==> src/rtl/hdec_pkg.sv <==
// hdec_pkg: shared types and helpers for the thermometer half-encoder/decoder.
//   MAX_N / MAX_W  : largest supported binary width (6) and code width (64).
//   code_w(n)      : code width 2**n for a binary width n.
//   henc_payload_t : per-stage payload {code, prefix, err} sized for MAX_N;
//                    narrower instances use the low bits and keep the rest 0.
//   therm_legal()  : 1 when the low 2**n bits of code form a legal
//                    thermometer code (contiguous low ones, top bit 0).
package hdec_pkg;

  localparam int unsigned MAX_N = 6;
  localparam int unsigned MAX_W = 64;

  function automatic int unsigned code_w(input int unsigned n);
    return 32'd1 << n;
  endfunction

  typedef struct packed {
    logic [MAX_W-1:0] code;
    logic [MAX_N-1:0] prefix;
    logic             err;
  } henc_payload_t;

  // Bit-parallel form: no 1 may sit above a 0, and the top code bit must be 0.
  // Both reduce to masked tests on (code >> 1) and on the top bit.
  function automatic logic therm_legal(input logic [MAX_W-1:0] code,
                                       input int unsigned      n);
    logic [MAX_W-1:0] mask;
    logic [MAX_W-1:0] c;
    logic             top_ok;
    logic             step_ok;
    mask    = (n >= MAX_N) ? '1 : ((64'd1 << code_w(n)) - 64'd1);
    c       = code & mask;
    top_ok  = ((c & ~(mask >> 1)) == '0);
    step_ok = (((c >> 1) & ~c) == '0);
    return top_ok & step_ok;
  endfunction

endpackage

==> src/rtl/henc_stage.sv <==
// henc_stage: one registered binary-search stage of henc_pipe.
//   Stage K resolves result bit N-1-K by sampling code[T-1], where T is the
//   prefix decided so far with bit N-1-K set.
//   clk, rst_n         : clock, async active-low reset
//   stall              : global hold; all registers keep their value
//   in_valid / in_pl   : item from the previous stage (or pipe entry)
//   out_valid / out_pl : registered item for the next stage
module henc_stage
  import hdec_pkg::*;
#(
  parameter int unsigned N = 3,
  parameter int unsigned K = 0
) (
  input  logic          clk,
  input  logic          rst_n,
  input  logic          stall,
  input  logic          in_valid,
  input  henc_payload_t in_pl,
  output logic          out_valid,
  output henc_payload_t out_pl
);

  localparam int unsigned B = N - 1 - K;

  logic [MAX_N-1:0] t;
  logic [MAX_N-1:0] idx;
  henc_payload_t    nxt;

  // Lower prefix bits are still zero here, so setting bit B yields T directly.
  always_comb begin
    t              = in_pl.prefix;
    t[B]           = 1'b1;
    idx            = t - MAX_N'(1);
    nxt            = in_pl;
    nxt.prefix[B]  = in_pl.code[idx];
  end

  // Data loads only with a real item so bubbles leave the last result visible.
  always_ff @(posedge clk or negedge rst_n) begin
    if (!rst_n) begin
      out_valid <= 1'b0;
      out_pl    <= '0;
    end else if (!stall) begin
      out_valid <= in_valid;
      if (in_valid) begin
        out_pl <= nxt;
      end
    end
  end

endmodule

==> src/rtl/henc_pipe.sv <==
// henc_pipe: pipelined half-encoder, 2**N-bit thermometer code -> N-bit value.
//   Build option: define HENC_CHECK_EN to build the legality check; when
//   undefined out_err is tied low and latency/handshake are unchanged.
//   clk, rst_n          : clock, async active-low reset
//   in_valid / in_ready : input handshake; in_ready = ~stall
//   in_code             : thermometer code (code[i]=1 iff i < value)
//   out_valid/out_ready : output handshake; stall = out_valid & ~out_ready
//   out_bin             : encoded value, N cycles after acceptance
//   out_err             : in_code was not a legal thermometer code
module henc_pipe
  import hdec_pkg::*;
#(
  parameter int unsigned N = 3
) (
  input  logic           clk,
  input  logic           rst_n,
  input  logic           in_valid,
  output logic           in_ready,
  input  logic [2**N-1:0] in_code,
  output logic           out_valid,
  input  logic           out_ready,
  output logic [N-1:0]   out_bin,
  output logic           out_err
);

  localparam int unsigned CW = 2**N;

  logic          stall;
  henc_payload_t head;
  henc_payload_t pl  [N+1];
  logic          vld [N+1];

  assign stall    = vld[N] & ~out_ready;
  assign in_ready = ~stall;

  always_comb begin
    head               = '0;
    head.code[CW-1:0]  = in_code;
`ifdef HENC_CHECK_EN
    head.err           = ~therm_legal(head.code, N);
`else
    head.err           = 1'b0;
`endif
  end

  assign pl[0]  = head;
  assign vld[0] = in_valid;

  for (genvar k = 0; k < N; k++) begin : g_stage
    henc_stage #(.N(N), .K(k)) u_stage (
      .clk      (clk),
      .rst_n    (rst_n),
      .stall    (stall),
      .in_valid (vld[k]),
      .in_pl    (pl[k]),
      .out_valid(vld[k+1]),
      .out_pl   (pl[k+1])
    );
  end

  assign out_valid = vld[N];
  assign out_bin   = pl[N].prefix[N-1:0];
  assign out_err   = pl[N].err;

endmodule
==> config.mk <==
export PLATFORM = sky130hd
export DESIGN_NAME = henc_pipe
export DESIGN_NICKNAME = d
export VERILOG_FILES = /design/src/rtl/hdec_pkg.sv /design/src/rtl/henc_stage.sv /design/src/rtl/henc_pipe.sv
export SDC_FILE = /design/constraint.sdc
export NUM_CORES = 1
export LEC_CHECK = 0
export BUFFER_PORTS_ARGS = -buffer_cell sky130_fd_sc_hd__buf_2
export CAP_MARGIN = 20
export CORE_ASPECT_RATIO = 1.75
export CORE_MARGIN = 2
export CORE_UTILIZATION = 45
export DETAILED_ROUTE_END_ITERATION = 10
export HOLD_SLACK_MARGIN = 0.05
export PLACE_DENSITY = 0.6
export SETUP_SLACK_MARGIN = 0.2
export SYNTH_ARGS = -nofsm -noshare
export SYNTH_HDL_FRONTEND = slang
export SYNTH_HIERARCHICAL = 1
export SYNTH_SLANG_ARGS = --single-unit
==> constraint.sdc <==
create_clock -name clk -period 3.6 [get_ports clk]
set_input_delay 0.54 -clock clk [delete_from_list [all_inputs] [get_ports clk]]
set_output_delay 0.54 -clock clk [all_outputs]
set_load 0.1 [all_outputs]
=== Yosys cells after proc, flatten, opt, wreduce, memory -nomap -nowiden ===
Index checks and enable logic that the tools add are counted.

* Word-level logic and storage cells: 22
* Output and inout bits: 6
* Bits of input ports: 12
* Register bits after elaboration: 25

* Multiplexer cells: 4
* Bitwise gates (word level): 3
* Add/sub/neg operators: 2
* Magnitude comparators: 2
* Reductions and logical operators: 3

{| class="wikitable"
|+ Operator list
! operator !! number
|-
| less-than comparator 6 x 7 -> 1 bit, second input constant || 2
|-
| binary-select mux 1 bit (select 6 bit) || 2
|-
| subtractor 3 x 1 -> 4 bit, second input constant || 2
|-
| AND reduction 2 bit || 3
|-
| 2-to-1 mux 1 bit || 2
|-
| NOT 1 bit || 2
|-
| AND 1 bit || 1
|}

=== Depth between registers and ports, before layout ===
* Depth after elaboration: 4
* Depth in mapped cells: 10

=== Modules after synthesis ===
The synthesis kept the hierarchy.

{| class="wikitable"
|+ Modules (own cells, without submodules)
! module !! area each (um^2) !! instances !! cells each
|-
| henc_stage at g_stage[1].u_stage ... || 2940.3 || 2 || 184
|-
| henc_stage at g_stage[0].u_stage || 3260.6 || 1 || 341
|-
| henc_pipe || 16.3 || 1 || 3
|}

=== Worst setup path after synthesis ===
Ideal clock, no wire load.

* Path kind: reg2reg
* Start: register g_stage[2].u_stage.out_valid
* End: register, netlist name g_stage[1].u_stage/out_pl[19]
* Cell stages (with the launch flop): 6
* Clock period less this slack: 2478 ps
* Path slack: 1122 ps
* Buffers on the path: 2
* Data arrival time: 2353 ps
* Data required time: 3475 ps
* Cell sequence: dfrtp_1 -> nor2b_1 -> nand2b_1 -> clkbuf_1 -> buf_2 -> mux2_2

{| class="wikitable"
|+ RTL lines
! what !! line !! RTL
|-
| start, declared || henc_stage.sv:19 || <nowiki>output logic out_valid,</nowiki>
|-
| start signal, assigned || henc_stage.sv:44 || <nowiki>out_valid <= in_valid;</nowiki>
|}

==> results.md <==
* Highest routed layer: met4
* Fillers at 975
* Clk buf depth at 2
* Setup TNS Final at 0 ns
* Initial antenna violation count at 0
* Final WL at 9040 um
* Outcome: complete, no violations
* Synth Cell Area at 4890 um2
* Worst Path Class, Setup: flip-flop to flip-flop
* Period minus WS final at 2.28 ns
* Reg2reg path depth at 4
* Clk root buf: clkbuf_16
* Cell Count Post-Placement at 662
* Final setup fails at 0
* Die area at 11700 um2
* Wire length per cell at 13.3 um
* Worst flop-to-flop path endpoint: g_stage[1].u_stage/out_pl[27]
* PwrDens at 714 nW/um2
* H-Tree Level Count at 3
* Max FO, Critical Path at 30
* Origin of the worst setup path: g_stage[2].u_stage/out_valid
* CTS tree: built
* CTS buffer count at 9
* Cells after Synth at 439
* M1 WL at 3690 um
* Vias per cell at 4.73
* CP required at 3.82 ns
* Pre-CTS setup slack at 1.07 ns
* Starting Density at 46.0%
* Clk_skew at 0.00636 ns
* Worst-Skew Late Latency at 0.34 ns
* RD Place Congestion at 0.722
* Worst setup path end: g_stage[1].u_stage/out_pl[27]
* Worst setup margin at 1.32 ns
* Startpoint types: flip-flop
* Cell Rows at 50
* Port Buffers at 17
* Worst Tran Pin Value at 0.711 ns
* Worst hold-check path type: input port to asynchronous set/reset pin
* First-pass GRT wire length at 15300 um
* First-pass detailed-route iteration total at 6
* Met3 WL at 186 um
* Reg clk slew, reported paths at 0.06 ns
* WL met2 at 4940 um
* Slew headroom at 52.6%
* Vias after detailed routing at 3212
* Number of global-route vias before repair at 3238
* Area Growth Syn to Fin at 17.4%
* Worst vdd ir at 795 uV
* FF-to-FF Start: g_stage[2].u_stage/out_valid
* I/O pin cnt at 18
* Max Fclk at 439 MHz
* Non-filler cells, final at 679
* Largest net degree at the start of global routing at 85
* 1st-iter DRT viols at 232
* Critical Path AT at 2.50 ns
* Layout Nets at 557
* RSZ-0062 raised after global routing: false
* Chip height at 142 um
* Final Hold Viols at 0
* Max-Cap Viols at 0
* Layout cells sized above 1 at 17.9%
* Design Power at 0.00410 W
* Syn Area/Cell at 11.1 um2
* # DRC at 0
* Crit path capture type: flip-flop
* Max-slew violation count at 0
* YS warnings at 6
* DRT antenna net count at 0
* GRT Residual Overflow at 0
* Hold Buf Count CTS at 0
* CTS resizes at 0
* GRT Overall Usage at 17.3%
* Final Cycle Share at 63.3%
* Core area at 10600 um2
* CTS sink count at 99
* Antenna diodes at 0
* Leak pwr at 2.92 nW
* Post-CTS Setup Bufs at 0
* R2R Setup Slk at 1.32 ns
* Final core utilization at 54.0%
* Post-DP HPWL at 6440 um
* Die X at 82.8 um
worst min path at each step:
stage | start | endpoint | slack, ns | cells past startpoint
floorplan | rst_n | g_stage[0].u_stage/out_pl[0] | 0.24 | 0
global placement | g_stage[0].u_stage/out_pl[36] | g_stage[0].u_stage/out_pl[36] | 0.45 | 2
detailed placement | g_stage[0].u_stage/out_pl[12] | g_stage[0].u_stage/out_pl[12] | 0.46 | 2
CTS | in_code[4] | g_stage[0].u_stage/out_pl[11] | 0.40 | 3
global route | rst_n | g_stage[1].u_stage/out_pl[43] | 0.09 | 1
finish | rst_n | g_stage[1].u_stage/out_pl[43] | 0.08 | 1
flip-flops by register name, indices dropped and copies added, names as in the netlist:
register	flops
g_stage.u_stage/out_valid	3
g_stage.u_stage/out_pl	96
layer usage:
layer | global-route usage, % | up-vias
met5 | 0 | -
met4 | 6.64 | 0
met3 | 2.93 | 14
met2 | 30.4 | 35
met1 | 20.7 | 1560
li1 | - | 1603
critical path, stage by stage (launching register included):
cell and delay (ns):
dfrtp_1 0.38, nor2b_1 0.43, nand2b_2 0.66, buf_4 0.34, mux2_2 0.36
cells in the final DEF (no fill, tap or decap), types with 2 or more instances in the layout:
master,instances
a211o_1,2
a211oi_1,2
buf_2,16
buf_4,5
clkbuf_16,9
clkinv_2,3
conb_1,108
dfrtp_1,99
inv_1,5
mux2_2,38
mux2i_1,18
mux4_1,11
mux4_2,18
nand2_1,172
nand2b_1,2
nand2b_2,2
nand3_1,4
nand4_1,2
nor2_1,7
nor2b_1,3
nor3_1,2
nor4bb_1,2
o2111ai_1,2
o21ai_0,6
layout make-up:
cell class / count / area (um2) / share of cell area (%)
Multi-Input combinational cell: 407 / 2640 / 46.0
Sequential cell: 99 / 2480 / 43.2
Clock buffer: 11 / 243 / 4.23
Tap cell: 130 / 163 / 2.83
Timing Repair Buffer: 22 / 145 / 2.53
Clock inverter: 5 / 52.6 / 0.916
Inverter: 5 / 18.8 / 0.327
stage by stage:
step	instance area, um2	hold slack, ns
finish	5740	0.0814
floorplan	5290	0.244
detailed placement	5420	0.459
global route	5740	0.0881
CTS	5710	0.404
global placement	5420	0.454
power breakdown:
part	internal [W]	switching, W
combinational	0.000623	0.000703
clock	0.000554	0.000388
sequential	0.00151	0.000319
total	0.00269	0.00141
No activity file was read; power rests on OpenSTA's default activity.
